File: config.mk
export PLATFORM = sky130hd
export DESIGN_NAME = proc_multiciclo_mem_flat
export DESIGN_NICKNAME = d
export VERILOG_FILES = /design/src/rtl/proc_multiciclo_mem_pkg.sv /design/src/rtl/proc_multiciclo_mem_if.sv /design/src/rtl/proc_multiciclo_mem_alu.sv /design/src/rtl/proc_multiciclo_mem.sv /design/src/flat_wrapper.sv
export SDC_FILE = /design/constraint.sdc
export NUM_CORES = 1
export LEC_CHECK = 0
export ABC_AREA = 1
export ABC_CLOCK_PERIOD_IN_PS = 2820
export BUFFER_PORTS_ARGS = -buffer_cell sky130_fd_sc_hd__buf_2
export CAP_MARGIN = 20
export CORE_MARGIN = 3
export CORE_UTILIZATION = 50
export DETAILED_ROUTE_END_ITERATION = 7
export HOLD_SLACK_MARGIN = 0.06
export PLACE_DENSITY = 0.69
export RECOVER_POWER = 50
export REMOVE_ABC_BUFFERS = 1
export SETUP_SLACK_MARGIN = 0.05
export SLEW_MARGIN = 20
export SYNTH_ARGS = -nofsm -noshare
export SYNTH_HDL_FRONTEND = slang
export SYNTH_HIERARCHICAL = 1
export SYNTH_SLANG_ARGS = --single-unit
File: constraint.sdc
create_clock -name Clock -period 2.82 [get_ports Clock]
set_input_delay 0.423 -clock Clock [delete_from_list [all_inputs] [get_ports Clock]]
set_output_delay 0.423 -clock Clock [all_outputs]
set_load 0.02 [all_outputs]
File: src/rtl/proc_multiciclo_mem_pkg.sv
// Shared definitions for the multicycle processor: opcodes, step encodings and
// ALU operation select.
package proc_multiciclo_mem_pkg;

    typedef enum logic [2:0] {
        OP_MV   = 3'b000,
        OP_MVI  = 3'b001,
        OP_ADD  = 3'b010,
        OP_SUB  = 3'b011,
        OP_LD   = 3'b100,
        OP_ST   = 3'b101,
        OP_MVNZ = 3'b110,
        OP_SLT  = 3'b111
    } opcode_e;

    typedef enum logic [2:0] {
        T0 = 3'd0,
        T1 = 3'd1,
        T2 = 3'd2,
        T3 = 3'd3,
        T4 = 3'd4,
        T5 = 3'd5
    } step_e;

    typedef enum logic [1:0] {
        ALU_ADD = 2'd0,
        ALU_SUB = 2'd1,
        ALU_SLT = 2'd2
    } alu_op_e;

    function automatic alu_op_e alu_sel(opcode_e op);
        case (op)
            OP_SUB:  return ALU_SUB;
            OP_SLT:  return ALU_SLT;
            default: return ALU_ADD;
        endcase
    endfunction

endpackage

File: src/rtl/proc_multiciclo_mem_if.sv
// RAM-side bus of the processor: registered address, write data and write
// enable out, synchronous read data in.
interface proc_multiciclo_mem_if #(
    parameter int DATA_W = 16,
    parameter int ADDR_W = 16
);
    logic [ADDR_W-1:0] ADDR;
    logic [DATA_W-1:0] DOUT;
    logic [DATA_W-1:0] DIN;
    logic              W;

    modport master (output ADDR, output DOUT, output W, input DIN);
    modport slave  (input ADDR, input DOUT, input W, output DIN);
endinterface

File: src/rtl/proc_multiciclo_mem_alu.sv
// Combinational ALU: add, subtract and signed set-less-than, plus a zero flag
// on the result.
module proc_multiciclo_mem_alu
    import proc_multiciclo_mem_pkg::*;
#(
    parameter int DATA_W = 16
) (
    input  alu_op_e           op_i,
    input  logic [DATA_W-1:0] a_i,
    input  logic [DATA_W-1:0] b_i,
    output logic [DATA_W-1:0] result_o,
    output logic              zero_o
);

    always_comb begin
        result_o = a_i + b_i;
        case (op_i)
            ALU_SUB: result_o = a_i - b_i;
            ALU_SLT: result_o = {{(DATA_W-1){1'b0}}, ($signed(a_i) < $signed(b_i))};
            default: result_o = a_i + b_i;
        endcase
    end

    assign zero_o = (result_o == '0);

endmodule

File: src/rtl/proc_multiciclo_mem.sv
// Multicycle processor fetching its own instructions from a synchronous RAM.
// The last register of the file is the PC; Done marks each instruction's final step.
module proc_multiciclo_mem
    import proc_multiciclo_mem_pkg::*;
#(
    parameter int DATA_W = 16,
    parameter int NREGS  = 8,
    parameter int ADDR_W = 16
) (
    input  logic                     Clock,
    input  logic                     Resetn,
    input  logic                     Run,
    proc_multiciclo_mem_if.master    mem,
    output logic                     Done,
    output logic [DATA_W-1:0]        Buswires,
    output logic [2:0]               Ciclo
);

    localparam int SEL_W = $clog2(NREGS);
    localparam int IR_W  = 3 + 2 * SEL_W;
    localparam int PC    = NREGS - 1;
    localparam logic [DATA_W-1:0] ONE = {{(DATA_W-1){1'b0}}, 1'b1};

    logic [DATA_W-1:0] regs_q [NREGS];
    logic [DATA_W-1:0] a_q;
    logic [DATA_W-1:0] g_q;
    logic [IR_W-1:0]   ir_q;
    logic [ADDR_W-1:0] addr_q;
    logic [DATA_W-1:0] dout_q;
    logic              w_q;
    logic              z_q;
    step_e             step_q;

    opcode_e           op;
    logic [SEL_W-1:0]  rx;
    logic [SEL_W-1:0]  ry;
    logic [DATA_W-1:0] bus;
    logic              done;
    logic [DATA_W-1:0] alu_result;
    logic              alu_zero;

    assign op = opcode_e'(ir_q[IR_W-1 -: 3]);
    assign rx = ir_q[2*SEL_W-1:SEL_W];
    assign ry = ir_q[SEL_W-1:0];

    // Bus driver and Done are a pure decode of the current step and opcode.
    always_comb begin
        // NOTE: defaults first so no path leaves bus/done unassigned and infers a latch.
        bus  = '0;
        done = 1'b0;
        case (step_q)
            T0: if (Run) bus = regs_q[PC];
            T3: begin
                case (op)
                    OP_MV, OP_MVNZ: begin
                        bus  = regs_q[ry];
                        done = 1'b1;
                    end
                    OP_MVI:                 bus = regs_q[PC];
                    OP_ADD, OP_SUB, OP_SLT: bus = regs_q[rx];
                    OP_LD, OP_ST:           bus = regs_q[ry];
                    default:                bus = '0;
                endcase
            end
            T4: begin
                case (op)
                    OP_ADD, OP_SUB, OP_SLT: bus = regs_q[ry];
                    OP_ST:                  bus = regs_q[rx];
                    default:                bus = '0;
                endcase
            end
            T5: begin
                done = 1'b1;
                case (op)
                    OP_MVI, OP_LD:          bus = mem.DIN;
                    OP_ADD, OP_SUB, OP_SLT: bus = g_q;
                    default:                bus = '0;
                endcase
            end
            default: bus = '0;
        endcase
    end

    proc_multiciclo_mem_alu #(.DATA_W(DATA_W)) u_alu (
        .op_i     (alu_sel(op)),
        .a_i      (a_q),
        .b_i      (bus),
        .result_o (alu_result),
        .zero_o   (alu_zero)
    );

    always_ff @(posedge Clock) begin
        if (Resetn) begin
            // NOTE: the register file is cleared explicitly because the PC lives in it.
            for (int i = 0; i < NREGS; i++) regs_q[i] <= '0;
            a_q    <= '0;
            g_q    <= '0;
            ir_q   <= '0;
            addr_q <= '0;
            dout_q <= '0;
            w_q    <= 1'b0;
            z_q    <= 1'b0;
            step_q <= T0;
        end else begin
            // NOTE: non-blocking so every register samples pre-edge values of the bus.
            case (step_q)
                T0: if (Run) begin
                    addr_q     <= bus[ADDR_W-1:0];
                    regs_q[PC] <= regs_q[PC] + ONE;
                    step_q     <= T1;
                end
                T1: step_q <= T2;
                T2: begin
                    ir_q   <= mem.DIN[IR_W-1:0];
                    step_q <= T3;
                end
                T3: begin
                    step_q <= T4;
                    case (op)
                        OP_MV: begin
                            regs_q[rx] <= bus;
                            step_q     <= T0;
                        end
                        OP_MVNZ: begin
                            if (!z_q) regs_q[rx] <= bus;
                            step_q <= T0;
                        end
                        OP_MVI: begin
                            addr_q     <= bus[ADDR_W-1:0];
                            regs_q[PC] <= regs_q[PC] + ONE;
                        end
                        OP_ADD, OP_SUB, OP_SLT: a_q <= bus;
                        default:                addr_q <= bus[ADDR_W-1:0];
                    endcase
                end
                T4: begin
                    step_q <= T5;
                    case (op)
                        OP_ADD, OP_SUB, OP_SLT: begin
                            g_q <= alu_result;
                            z_q <= alu_zero;
                        end
                        OP_ST: begin
                            dout_q <= bus;
                            w_q    <= 1'b1;
                        end
                        default: ;
                    endcase
                end
                T5: begin
                    step_q <= T0;
                    if (op == OP_ST) w_q <= 1'b0;
                    else regs_q[rx] <= bus;
                end
                default: step_q <= T0;
            endcase
        end
    end

    assign mem.ADDR = addr_q;
    assign mem.DOUT = dout_q;
    assign mem.W    = w_q;
    assign Done     = done;
    assign Buswires = bus;
    assign Ciclo    = step_q;

endmodule
File: src/flat_wrapper.sv
// flat-port wrapper written by rule: the top's interface ports become plain ports
module proc_multiciclo_mem_flat import proc_multiciclo_mem_pkg::*;
#(
    parameter int DATA_W = 16,
    parameter int NREGS  = 8,
    parameter int ADDR_W = 16
)
  (Clock, Resetn, Run, Done, Buswires, Ciclo, mem_ADDR, mem_DOUT, mem_W, mem_DIN);
  proc_multiciclo_mem_if #(.DATA_W(DATA_W), .ADDR_W(ADDR_W)) mem_i ();
  input  logic Clock;
  input  logic Resetn;
  input  logic Run;
  output logic Done;
  output logic [DATA_W-1:0] Buswires;
  output logic [2:0] Ciclo;
  output wire logic [$bits(mem_i.ADDR)-1:0] mem_ADDR;
  output wire logic [$bits(mem_i.DOUT)-1:0] mem_DOUT;
  output wire logic [$bits(mem_i.W)-1:0] mem_W;
  input wire logic [$bits(mem_i.DIN)-1:0] mem_DIN;
  assign mem_ADDR = mem_i.ADDR;
  assign mem_DOUT = mem_i.DOUT;
  assign mem_W = mem_i.W;
  assign mem_i.DIN = mem_DIN;
  proc_multiciclo_mem #(.DATA_W(DATA_W), .NREGS(NREGS), .ADDR_W(ADDR_W)) u_core (.Clock(Clock), .Resetn(Resetn), .Run(Run), .mem(mem_i), .Done(Done), .Buswires(Buswires), .Ciclo(Ciclo));
endmodule
==> summary.md, run 1 <==
| Metric | Value |
|---|---|
| Number of I/O pins | 72 |
| # DRC | 0 |
| Top area cells in the synthesized netlist | edfxtp_1 26%, nand2_1 21%, dfxtp_1 11%, nand3_1 10%, inv_1 9.8% |
| Grt total ovfl | 0 |
| Hold Crit Class | input port to flip-flop |
| Placed cell count | 2870 |
| # diodes | 0 |
| Worst VDD drop | 0.463 mV |
| Slew @ Worst Pin | 0.666 ns |
| Worst path required time | 3.30 ns |
| Footprint of the multi-input gates | 8580 sq um |
| Clock Tree Buf Depth | 3 |
| Crit Path Category | flip-flop to flip-flop |
| Yosys warns | 6 |
| Crit end category | flip-flop |
| Htree depth | 1 |
| Final-stage net count | 2621 |
| Area Growth Syn to Fin | 39.3% |
| Wire per inst | 18.8 um |
| Fin. Hold Viols | 0 |
| Fmax achieved | 315 MHz |
| Storage cell area | 5550 sq um |
| Failing checks | negative setup slack |
| Post-detail-place hpwl | 40.5 mm |
| Top_reg_cell synth | edfxtp_1 |
| Via Count | 16.1k |
| Hold buffer count at cts | 0 |
| P per Cell Area | 522 nW/um^2 |
| Worst slew margin | 0.556 |
| FFs w/ async S/R, synth | 0 |
| Clock sinks | 212 |
| Post-layout util | 0.708 |
| Worst Path Arrival | 3.66 ns |
| Initial antenna violation count | 0 |
| Crit path max fanout | 8 |
| Hold slack | 0.186 ns |
| Chip Width | 177 um |
| Startpoint types | flip-flop |
| Root Buffer | clkbuf_16 |
| FF-to-FF path depth | 25 |
| Post-synthesis cell area | 14600 sq um |
| WL final | 55.7 mm |
| Starting Density | 0.509 |
| Final GP Congestion | 0.973 |
| Largest net degree at the start of global routing | 40 |
| Die area | 31400 sq um |
| Die Y-Extent | 177 um |
| Outcome | finished with violations |
| Slew Viols, Final | 0 |
| Total power | 10700 uW |
| Clock Skews | 0.0256 ns |
| Worst hold stages | 3 |
| Port-buffer cells | 71 |
| Reg clk slew, reported paths | 0.06 ns |
| Fillers | 2392 |
| Layout cells sized above 1 | 0.308 |
| Total leakage power | 0.0106 uW |
| Crit path time final | 3.18 ns |
| CTS Buf Count | 25 |
| Post-synth top cells | 831 x nand2_1, 384 x inv_1, 293 x nand3_1 |
| Drt first-iter violations | 1599 |
| Vias in the first global route | 15.0k |
| Fin cells | 2969 |
| Setup violators final | 16 |
| Synth Instances | 2223 |
| DR vias/cell | 5.43 |
| Fin crit share | 1.13 |
| Post-synth cell types | 40 |
| # rows | 62 |
| Final WS setup | -0.358 ns |
| Max-Cap Viols | 0 |
| Core area | 28800 sq um |
| Number of synthesized register bits | 212 |
| RSZ-0062 raised after global routing | yes |
| First-pass DRT Iterations | 8 |
| TritonCTS clock tree | done |
| Finished Cell Area | 20400 sq um |
| Skew-Pair Late Insertion Delay | 0.54 ns |
| Syn Area/Cell | 6.58 sq um |
| Count leader, synth | nand2_1 |
| Number of synthesized flops with an enable pin | 128 |
| GRT Total Usage | 0.336 |
| Largest area contributor in the netlist | edfxtp_1 |
| Synth top area share | 0.263 |
| Placed inst area | 17300 sq um |
| Final ANT Viol Nets | 0 |
| First-pass GRT wire length | 82.5 mm |
| Seq/Total Area, Yosys | 0.377 |
==> cell usage in the layout, fill, tap and decap left out, drive strengths merged <==
| cell | count |
|---|---|
| o211ai | 2 |
| o21a | 1 |
| nand3b | 2 |
| inv | 391 |
| clkbuf | 41 |
| buf | 404 |
| xor2 | 3 |
| o22ai | 1 |
| nor3 | 10 |
| bufinv | 1 |
| and2 | 2 |
| nor2 | 123 |
| clkinvlp | 1 |
| o21bai | 6 |
| a21oi | 50 |
| o21ai | 53 |
| nand4 | 50 |
| nand3 | 322 |
| or2 | 2 |
| dfxtp | 84 |
| a31oi | 1 |
| nor4 | 1 |
| edfxtp | 128 |
| fa | 2 |
| ha | 34 |
| clkinv | 19 |
| nand2 | 851 |
==> cells by family after synthesis <==
family                     count (synthesis)  synth area share
adders and majority gates                 36            0.0318
and+or+nand+nor                         1363             0.410
buffers and inverters                    495             0.136
AOI/OAI and AO/OA                        114            0.0430
xor gates and xnor gates                   3           0.00180
DFF                                      212             0.377
==> registers in the layout (all words and copies together) (netlist names), named ones only <==
name             cells
u_core/regs_q      128
u_core/Ciclo         3
u_core/mem.DOUT     16
u_core/mem.W         1
u_core/ir_q          9
u_core/a_q          16
u_core/z_q           1
u_core/g_q          16
u_core/mem.ADDR     16
==> stage by stage <==
step / worst slack (ns) / TNS [ns]
after detailed placement: -0.671 / -7.23
after CTS: -0.353 / -2.86
final: -0.358 / -3.70
after global routing: -0.523 / -6.06
after global placement: -0.668 / -6.98
after floorplan: -1.65 / -62.60
==> worst paths after layout <==
kind | start | to | slack [ns]
setup / recovery | u_core/ir_q[7]$_SDFFE_PP0P_ | u_core/z_q$_SDFFE_PP0P_ | -0.36
hold / removal | Run | u_core/Ciclo[0]$_SDFFE_PP0P_ | 0.19
setup reg to reg | u_core/ir_q[7]$_SDFFE_PP0P_ | u_core/z_q$_SDFFE_PP0P_ | -0.36
hold reg to reg | u_core/mem.DOUT[0]$_SDFFE_PP0P_ | u_core/mem.DOUT[0]$_SDFFE_PP0P_ | 0.47
==> cell type report <==
type	count	share of cell area
clock buffers	36	0.0357
well taps	384	0.0236
multi-input cells	1516	0.421
inverters	402	0.0763
flip-flops and latches	212	0.272
repair buffers	409	0.168
clock inverters	10	0.00362
==> power by group <==
part	internal, uW	switching (uW)
Clock	1880	1320
Sequential	3450	119
Combinational	1550	2330
==> routing by layer <==
layer / vias to the layer above / GRT usage / share of wire
met5: - / 0 / 0
met4: 0 / 0.131 / 0.041
met3: 144 / 0.0347 / 0.080
met2: 786 / 0.534 / 0.45
met1: 7554 / 0.473 / 0.43
li1: 7648 / - / -
==> critical path: stages (launching register included) <==
cell and delay (ns):
dfxtp_2 0.36, inv_4 0.06, buf_6 0.12, a21oi_4 0.16, buf_6 0.15, nand2_8 0.06, nand2_8 0.10, clkbuf_16 0.19
nand3_4 0.10, nand3_2 0.11, inv_2 0.05, ha_4 0.33, nand2_2 0.08, nor3_2 0.18, buf_4 0.14, and2_1 0.11
nand2_1 0.07, nand2_1 0.07, nand2_1 0.06, nand3_2 0.09, nand2_2 0.08, nor2_2 0.07, nand3_1 0.08, nor2_1 0.11
o21ai_1 0.07, nor2_1 0.12
==> what timing repair did <==
action	4_1_cts	5_1_grt
buffers inserted	12	37
gates resized for setup	152	320
endpoints found under the hold margin	0	0
setup endpoints to repair	31	30
gates cloned	1	4
pin swaps	25	119
(Power assumes the default switching activity.)
==> run 2: changes to the inputs <==
--- a/config.mk
+++ b/config.mk
@@ -9,16 +9,17 @@
 export ABC_CLOCK_PERIOD_IN_PS = 2820
 export BUFFER_PORTS_ARGS = -buffer_cell sky130_fd_sc_hd__buf_2
 export CAP_MARGIN = 20
+export CELL_PAD_IN_SITES_DETAIL_PLACEMENT = 1
+export CELL_PAD_IN_SITES_GLOBAL_PLACEMENT = 2
 export CORE_MARGIN = 3
-export CORE_UTILIZATION = 50
+export CORE_UTILIZATION = 33
 export DETAILED_ROUTE_END_ITERATION = 7
 export HOLD_SLACK_MARGIN = 0.06
-export PLACE_DENSITY = 0.69
+export PLACE_DENSITY = 0.76
 export RECOVER_POWER = 50
 export REMOVE_ABC_BUFFERS = 1
-export SETUP_SLACK_MARGIN = 0.05
+export SETUP_SLACK_MARGIN = 0.1
 export SLEW_MARGIN = 20
 export SYNTH_ARGS = -nofsm -noshare
 export SYNTH_HDL_FRONTEND = slang
-export SYNTH_HIERARCHICAL = 1
 export SYNTH_SLANG_ARGS = --single-unit
==> run 2 against run 1 <==
The flow still finishes with violations (negative setup slack). Hold slack improved by 0.068 ns. Total power decreased by 0.38%. Routed wire length increased by 8.0%. Utilization decreased by 21 points. Non-clock buffer count increased by 2. Fmax decreased by 3.0%. Register-to-register slack got worse by 0.10 ns. Die area increased by 38%. Critical path type unchanged. Highest routed layer unchanged.
==> summary.md, run 2 <==
| Metric | Value |
|---|---|
| Outcome | finished with violations |
| Failing checks | negative setup slack |
| Final-stage net count | 2221 |
| First-pass GRT wire length | 89.5 mm |
| First-pass DRT Iterations | 5 |
| Skew-Pair Late Insertion Delay | 0.56 ns |
| Chip Width | 208 um |
| Fin cells | 2712 |
| Crit Path Category | flip-flop to flip-flop |
| Syn Area/Cell | 7.42 sq um |
| Max reg flops | 128 |
| Commonest non-fill, non-tap cells in the layout | 313 x nand2_1, 272 x inv_1, 265 x buf_4 |
| Number of synthesized register bits | 212 |
| Placed cell count | 2584 |
| Number of synthesized flops with an enable pin | 128 |
| Post-layout util | 0.498 |
| Wire per inst | 22.2 um |
| Largest reg by FF count | u_core.regs_q |
| Synth Instances | 1816 |
| Grt total ovfl | 0 |
| GRT Total Usage | 0.266 |
| Vias in the first global route | 15.1k |
| Largest area contributor in the netlist | edfxtp_1 |
| Crit path max fanout | 7 |
| Total leakage power | 0.00950 uW |
| CP max stage cell | dfxtp_2 |
| Hold slack | 0.254 ns |
| Footprint of the multi-input gates | 7720 sq um |
| Post-synthesis cell area | 13500 sq um |
| Synth top area share | 0.285 |
| Most common cell after layout, fill and taps aside | nand2_1 |
| RSZ-0062 raised after global routing | yes |
| Post-synth top cells | 387 x nand2_1, 286 x inv_1, 187 x nor2_1 |
| Final GP Congestion | 0.884 |
| Slew Viols, Final | 0 |
| Post-synth cell types | 48 |
| Fin. Hold Viols | 0 |
| Top area cells in the synthesized netlist | edfxtp_1 29%, dfxtp_1 12%, nand2_1 11%, inv_1 8.0%, o21ai_0 6.8% |
| Final WS setup | -0.457 ns |
| DR vias/cell | 5.25 |
| FFs w/ async S/R, synth | 0 |
| P per Cell Area | 532 nW/um^2 |
| Min-delay src | mem_DIN[4] |
| # rows | 73 |
| Count leader, synth | nand2_1 |
| Via Count | 14.2k |
| Hold Crit Class | input port to flip-flop |
| Post-detail-place hpwl | 41.6 mm |
| Die Y-Extent | 208 um |
| Layout cells sized above 1 | 0.358 |
| Worst VDD drop | 0.337 mV |
| CTS Buf Count | 28 |
| Worst r2r src | u_core.Ciclo[1]$_SDFFE_PP0P_ |
| Yosys warns | 0 |
| Clock Skews | 0.0137 ns |
| Worst slew margin | 0.589 |
| Final ANT Viol Nets | 0 |
| Setup violators final | 24 |
| Port-buffer cells | 71 |
| Number of I/O pins | 72 |
| Root Buffer | clkbuf_16 |
| Top_reg_cell synth | edfxtp_1 |
| Fillers | 4716 |
| Startpoint types | flip-flop |
| Max-Cap Viols | 0 |
| WL final | 60.2 mm |
| Finished Cell Area | 19900 sq um |
| Fin crit share | 1.16 |
| Slew @ Worst Pin | 0.615 ns |
| Place WS | -0.914 ns |
| CP peak stage delay | 0.35 ns |
| Drt first-iter violations | 925 |
| Fmax achieved | 305 MHz |
| Htree depth | 1 |
| Core area | 40000 sq um |
| # DRC | 0 |
| # diodes | 0 |
| Crit. Startpoint | u_core.Ciclo[1]$_SDFFE_PP0P_ |
| Placed inst area | 16300 sq um |
| Storage cell area | 5550 sq um |
| Die area | 43300 sq um |
| Initial antenna violation count | 0 |
| Area Growth Syn to Fin | 47.8% |
| Starting Density | 0.337 |
| Crit path time final | 3.28 ns |
| Reg clk slew, reported paths | 0.06 ns |
| Crit end category | flip-flop |
| Largest net degree at the start of global routing | 55 |
| TritonCTS clock tree | done |
| Clock sinks | 212 |
| Worst path required time | 3.31 ns |
| Seq/Total Area, Yosys | 0.410 |
| Clock Tree Buf Depth | 3 |
| Worst Path Arrival | 3.77 ns |
[run 2: cell types whose count changed in the layout (fill, tap and decap cells not counted), moves of 36 or more]
cell	previous run	this run
nand2_1	734	313
o221ai_1	0	36
nand4_1	50	12
inv_1	344	272
nand3_1	237	49
nor2_1	89	160
o21ai_0	40	164
o211ai_1	2	38
[run 2: critical path, delay by kind of cell (launching register included)]
| kind | cells | cell delay, ns |
|---|---|---|
| AND/OR/NAND/NOR | 14 | 1.31 |
| buffers and inverters | 9 | 0.96 |
| flip-flops | 1 | 0.35 |
| adder cells (fa/ha/maj) | 1 | 0.34 |
| multiplexers | 1 | 0.24 |
[run 2: path summary, 6_finish.rpt]
kind	endpoint	slack, ns	depth (start not counted)
worst max-delay path	u_core.g_q[0]$_SDFFE_PP0P_	-0.46	25
worst min-delay path	flip-flop	0.25	3
worst max register to register	u_core.g_q[0]$_SDFFE_PP0P_	-0.46	25
worst min register to register	flip-flop	0.50	2
[run 2: kinds of logic (layout without fill, tap and decap cells)]
group,count (synthesis),after routing,share of synthesized area
AO/OA/AOI/OAI,389,389,0.174
XOR/XNOR,9,9,0.00585
AND/OR/NAND/NOR,734,735,0.241
adder cells (fa/ha/maj),37,37,0.0354
flip-flops,212,212,0.410
buffers and inverters,422,792,0.124
multiplexers,13,13,0.00965
[run 2: layout make-up]
cell class,instances,share of cell area
clock buffers,40,0.0416
clock inverters,12,0.00948
inverters,329,0.0640
multi-input cells,1183,0.387
flip-flops and latches,212,0.279
well taps,525,0.0330
repair buffers,411,0.186
[run 2: report_power, final]
group / switching, uW / internal, uW / leakage [uW]
clock network: 1470 / 2490 / 0.000502
registers: 117 / 3420 / 0.00202
logic: 1790 / 1320 / 0.00698
total: 3380 / 7230 / 0.00950
[run 2: metrics by stage]
stage,power (uW),TNS (ns)
3_3_place_gp,5860,-8.42
6_report,10600,-5.37
2_1_floorplan,4670,-270.24
5_1_grt,11000,-9.16
4_1_cts,10400,-5.19
3_5_place_dp,5910,-9.71
[run 2: timing repair]
item | in CTS | in global routing
gates resized for setup | 302 | 188
hold buffers | 0 | 0
buffers inserted | 48 | 25
gates cloned | 5 | 1
setup endpoints to repair | 33 | 111
pin swaps | 56 | 87
[run 2: metal layers]
metal | vias up | wire length [um] | track usage
li1 | 6684 | - | -
met1 | 7052 | 24800 | 0.328
met4 | 0 | 2270 | 0.0988
met5 | - | 0 | 0
met2 | 384 | 30300 | 0.477
met3 | 125 | 2750 | 0.0302
==> run 3: changes to the inputs <==
--- a/config.mk
+++ b/config.mk
@@ -6,16 +6,15 @@
 export NUM_CORES = 1
 export LEC_CHECK = 0
 export ABC_AREA = 1
-export ABC_CLOCK_PERIOD_IN_PS = 2820
+export ABC_CLOCK_PERIOD_IN_PS = 4100
 export BUFFER_PORTS_ARGS = -buffer_cell sky130_fd_sc_hd__buf_2
 export CAP_MARGIN = 20
 export CELL_PAD_IN_SITES_DETAIL_PLACEMENT = 1
 export CELL_PAD_IN_SITES_GLOBAL_PLACEMENT = 2
-export CORE_MARGIN = 3
-export CORE_UTILIZATION = 33
+export CORE_UTILIZATION = 39
 export DETAILED_ROUTE_END_ITERATION = 7
 export HOLD_SLACK_MARGIN = 0.06
-export PLACE_DENSITY = 0.76
+export PLACE_DENSITY = 0.84
 export RECOVER_POWER = 50
 export REMOVE_ABC_BUFFERS = 1
 export SETUP_SLACK_MARGIN = 0.1
==> constraint.sdc (replaced) <==
create_clock -name Clock -period 4.1 [get_ports Clock]
set_input_delay 0.615 -clock Clock [delete_from_list [all_inputs] [get_ports Clock]]
set_output_delay 0.615 -clock Clock [all_outputs]
set_load 0.02 [all_outputs]
==> run 3 against run 2 <==
The flow now finishes without violations. Largest power group is now sequential cells. Register-to-register slack improved by 0.80 ns. Sequential share of layout area is 8.2 points higher. Total power down 43%. Die area decreased by 18%. Hold slack better by 0.15 ns. Clock power fell by 41%. Critical path depth decreased by 17. Via count fell by 10%.
==> summary.md, run 3 (synthesis gave the netlist of run 2 again) <==
| Metric | Value |
|---|---|
| Crit Path Category | flip-flop to output port |
| CTS Buf Count | 26 |
| Clock sinks | 212 |
| Die Y-Extent | 188 um |
| Crit path max fanout | 11 |
| Reg clk slew, reported paths | 0.06 ns |
| Slew Viols, Final | 0 |
| Net Switching | 1940 uW |
| Worst Path Arrival | 3.24 ns |
| # rows | 67 |
| Core area | 33800 sq um |
| Clock Skews | 0.0101 ns |
| # DRC | 0 |
| P_int | 4140 uW |
| Skew-Pair Late Insertion Delay | 0.54 ns |
| Wire per inst | 21.4 um |
| Initial antenna violation count | 0 |
| Worst path required time | 3.48 ns |
| Setup TNS | 0 ns |
| Drt first-iter violations | 860 |
| Hold Crit Class | input port to flip-flop |
| Most common cell after layout, fill and taps aside | nand2_1 |
| Storage cell area | 5530 sq um |
| Final GP Congestion | 0.875 |
| Layout cells sized above 1 | 0.115 |
| Via Count | 12.8k |
| Port-buffer cells | 71 |
| Outcome | finished clean |
| Fin. Hold Viols | 0 |
| Sw frac | 0.319 |
| Fillers | 4280 |
| Fmax achieved | 260 MHz |
| Largest reg by FF count | u_core.regs_q |
| Slew @ Worst Pin | 1.18 ns |
| Startpoint types | flip-flop |
| WL final | 50.3 mm |
| Max reg flops | 128 |
| RSZ-0062 raised after global routing | no |
| Starting Density | 0.399 |
| First-pass DRT Iterations | 5 |
| Htree depth | 1 |
| Fin crit share | 0.939 |
| Footprint of the multi-input gates | 6320 sq um |
| Final ANT Viol Nets | 0 |
| Share of power burned in registers | 0.400 |
| Root Buffer | clkbuf_16 |
| GRT Total Usage | 0.284 |
| Commonest non-fill, non-tap cells in the layout | 388 x nand2_1, 295 x inv_1, 184 x nor2_1 |
| Final-stage net count | 1939 |
| Largest net degree at the start of global routing | 55 |
| Worst VDD drop | 0.362 mV |
| # diodes | 0 |
| Area Growth Syn to Fin | 13.9% |
| Chip Width | 188 um |
| TritonCTS clock tree | done |
| Vias in the first global route | 13.3k |
| Delay-heaviest family, CP | buffers and inverters |
| P per Cell Area | 396 nW/um^2 |
| Clock Tree Buf Depth | 3 |
| Cell Chain, Critical Path | nand2_1, nor2_2, clkbuf_1, nand2_1, o21ai_0, nand3b_2, clkbuf_1, buf_2 |
| Total leakage power | 0.00751 uW |
| Crit path time final | 3.85 ns |
| DR vias/cell | 5.46 |
| Grt total ovfl | 0 |
| Setup violators final | 0 |
| Max-Cap Viols | 0 |
| Placed inst area | 14400 sq um |
| Combinational fraction of design power | 0.214 |
| Number of I/O pins | 72 |
| CP max stage cell | clkbuf_1 |
| Post-detail-place hpwl | 37.1 mm |
| WP buf/inv | 3 |
| Crit end category | output port |
| Hold buffer count at cts | 0 |
| Worst slew margin | 0.216 |
| CP peak stage delay | 0.68 ns |
| Finished Cell Area | 15400 sq um |
| First-pass GRT wire length | 77.4 mm |
| Clock share of power | 0.386 |
| Die area | 35300 sq um |
[run 3: changes by cell type in the layout (fill, tap and decap cells not counted), moves of 24 or more]
cell and delta:
buf_6 -37, nor2_1 +24, buf_12 -25, clkbuf_1 +38, nand3_2 -33, nand2_1 +75, buf_4 -215, nand2_2 -51
nand3_1 +52
[run 3: cell type report]
type,count,area share
Tap cell,448,0.0365
Clock inverter,6,0.00383
Multi-Input combinational cell,1182,0.411
Clock buffer,42,0.0524
Sequential cell,212,0.360
Inverter,329,0.0804
Timing Repair Buffer,132,0.0552
[run 3: worst register-to-register path: stages (launching register included)]
cell and delay, ns:
dfxtp_1 0.46, inv_2 0.09, nand2_2 0.10, nor2_4 0.07, buf_4 0.15, o21ai_0 0.32, o21ai_0 0.21, nand2_1 0.09
o21ai_0 0.08, inv_1 0.10, nand3_4 0.08, inv_2 0.16, ha_2 0.37, nand2_1 0.15, inv_1 0.05, a21oi_1 0.32
nand3_1 0.13, nand2_1 0.08, nand3_1 0.08, nand2_1 0.14, inv_1 0.05, nand2_1 0.11, nor2_1 0.06, nand3_1 0.07
a21oi_1 0.06
[run 3: power by group through the flow]
stage	clock network (uW)	registers [uW]	logic [uW]
after floorplan	0	2520	696
after global placement	0	2470	1260
after detailed placement	0	2480	1280
after CTS	2380	2430	1280
after global routing	2460	2450	1410
final	2350	2440	1300
[run 3: worst paths after layout]
check / cells after the start / from / slack, ns / endpoint
hold / removal: 3 / mem_DIN[0] / 0.40 / flip-flop
hold reg to reg: 2 / u_core.g_q[2]$_SDFFE_PP0P_ / 0.47 / u_core.g_q[2]$_SDFFE_PP0P_
setup reg to reg: 24 / u_core.ir_q[7]$_SDFFE_PP0P_ / 0.34 / u_core.z_q$_SDFFE_PP0P_
setup / recovery: 8 / u_core.Ciclo[2]$_SDFFE_PP0P_ / 0.25 / Buswires[0]
[run 3: stage by stage]
| stage | utilization | setup slack [ns] | hold slack (ns) | cells | power [uW] |
|---|---|---|---|---|---|
| after CTS | 0.453 | 0.138 | 0.385 | 2345 | 6090 |
| final | 0.454 | 0.249 | 0.400 | 2351 | 6080 |
| after global placement | 0.427 | 0.213 | 0.460 | 2297 | 3730 |
| after detailed placement | 0.427 | 0.171 | 0.464 | 2297 | 3750 |
| after global routing | 0.454 | 0.0968 | 0.443 | 2351 | 6320 |
| after floorplan | - | -1.34 | 0.428 | 1723 | 3210 |
[run 3: per-layer routing]
metal,track usage,part of all wire,routed length [um]
met1,0.362,0.43,21800
met2,0.512,0.50,25200
met3,0.0260,0.044,2200
met4,0.0744,0.022,1110
met5,0,0,0
[run 3: timing repair]
item	CTS	global route
gates resized for setup	0	13
buffers inserted	0	6
setup endpoints to repair	0	3
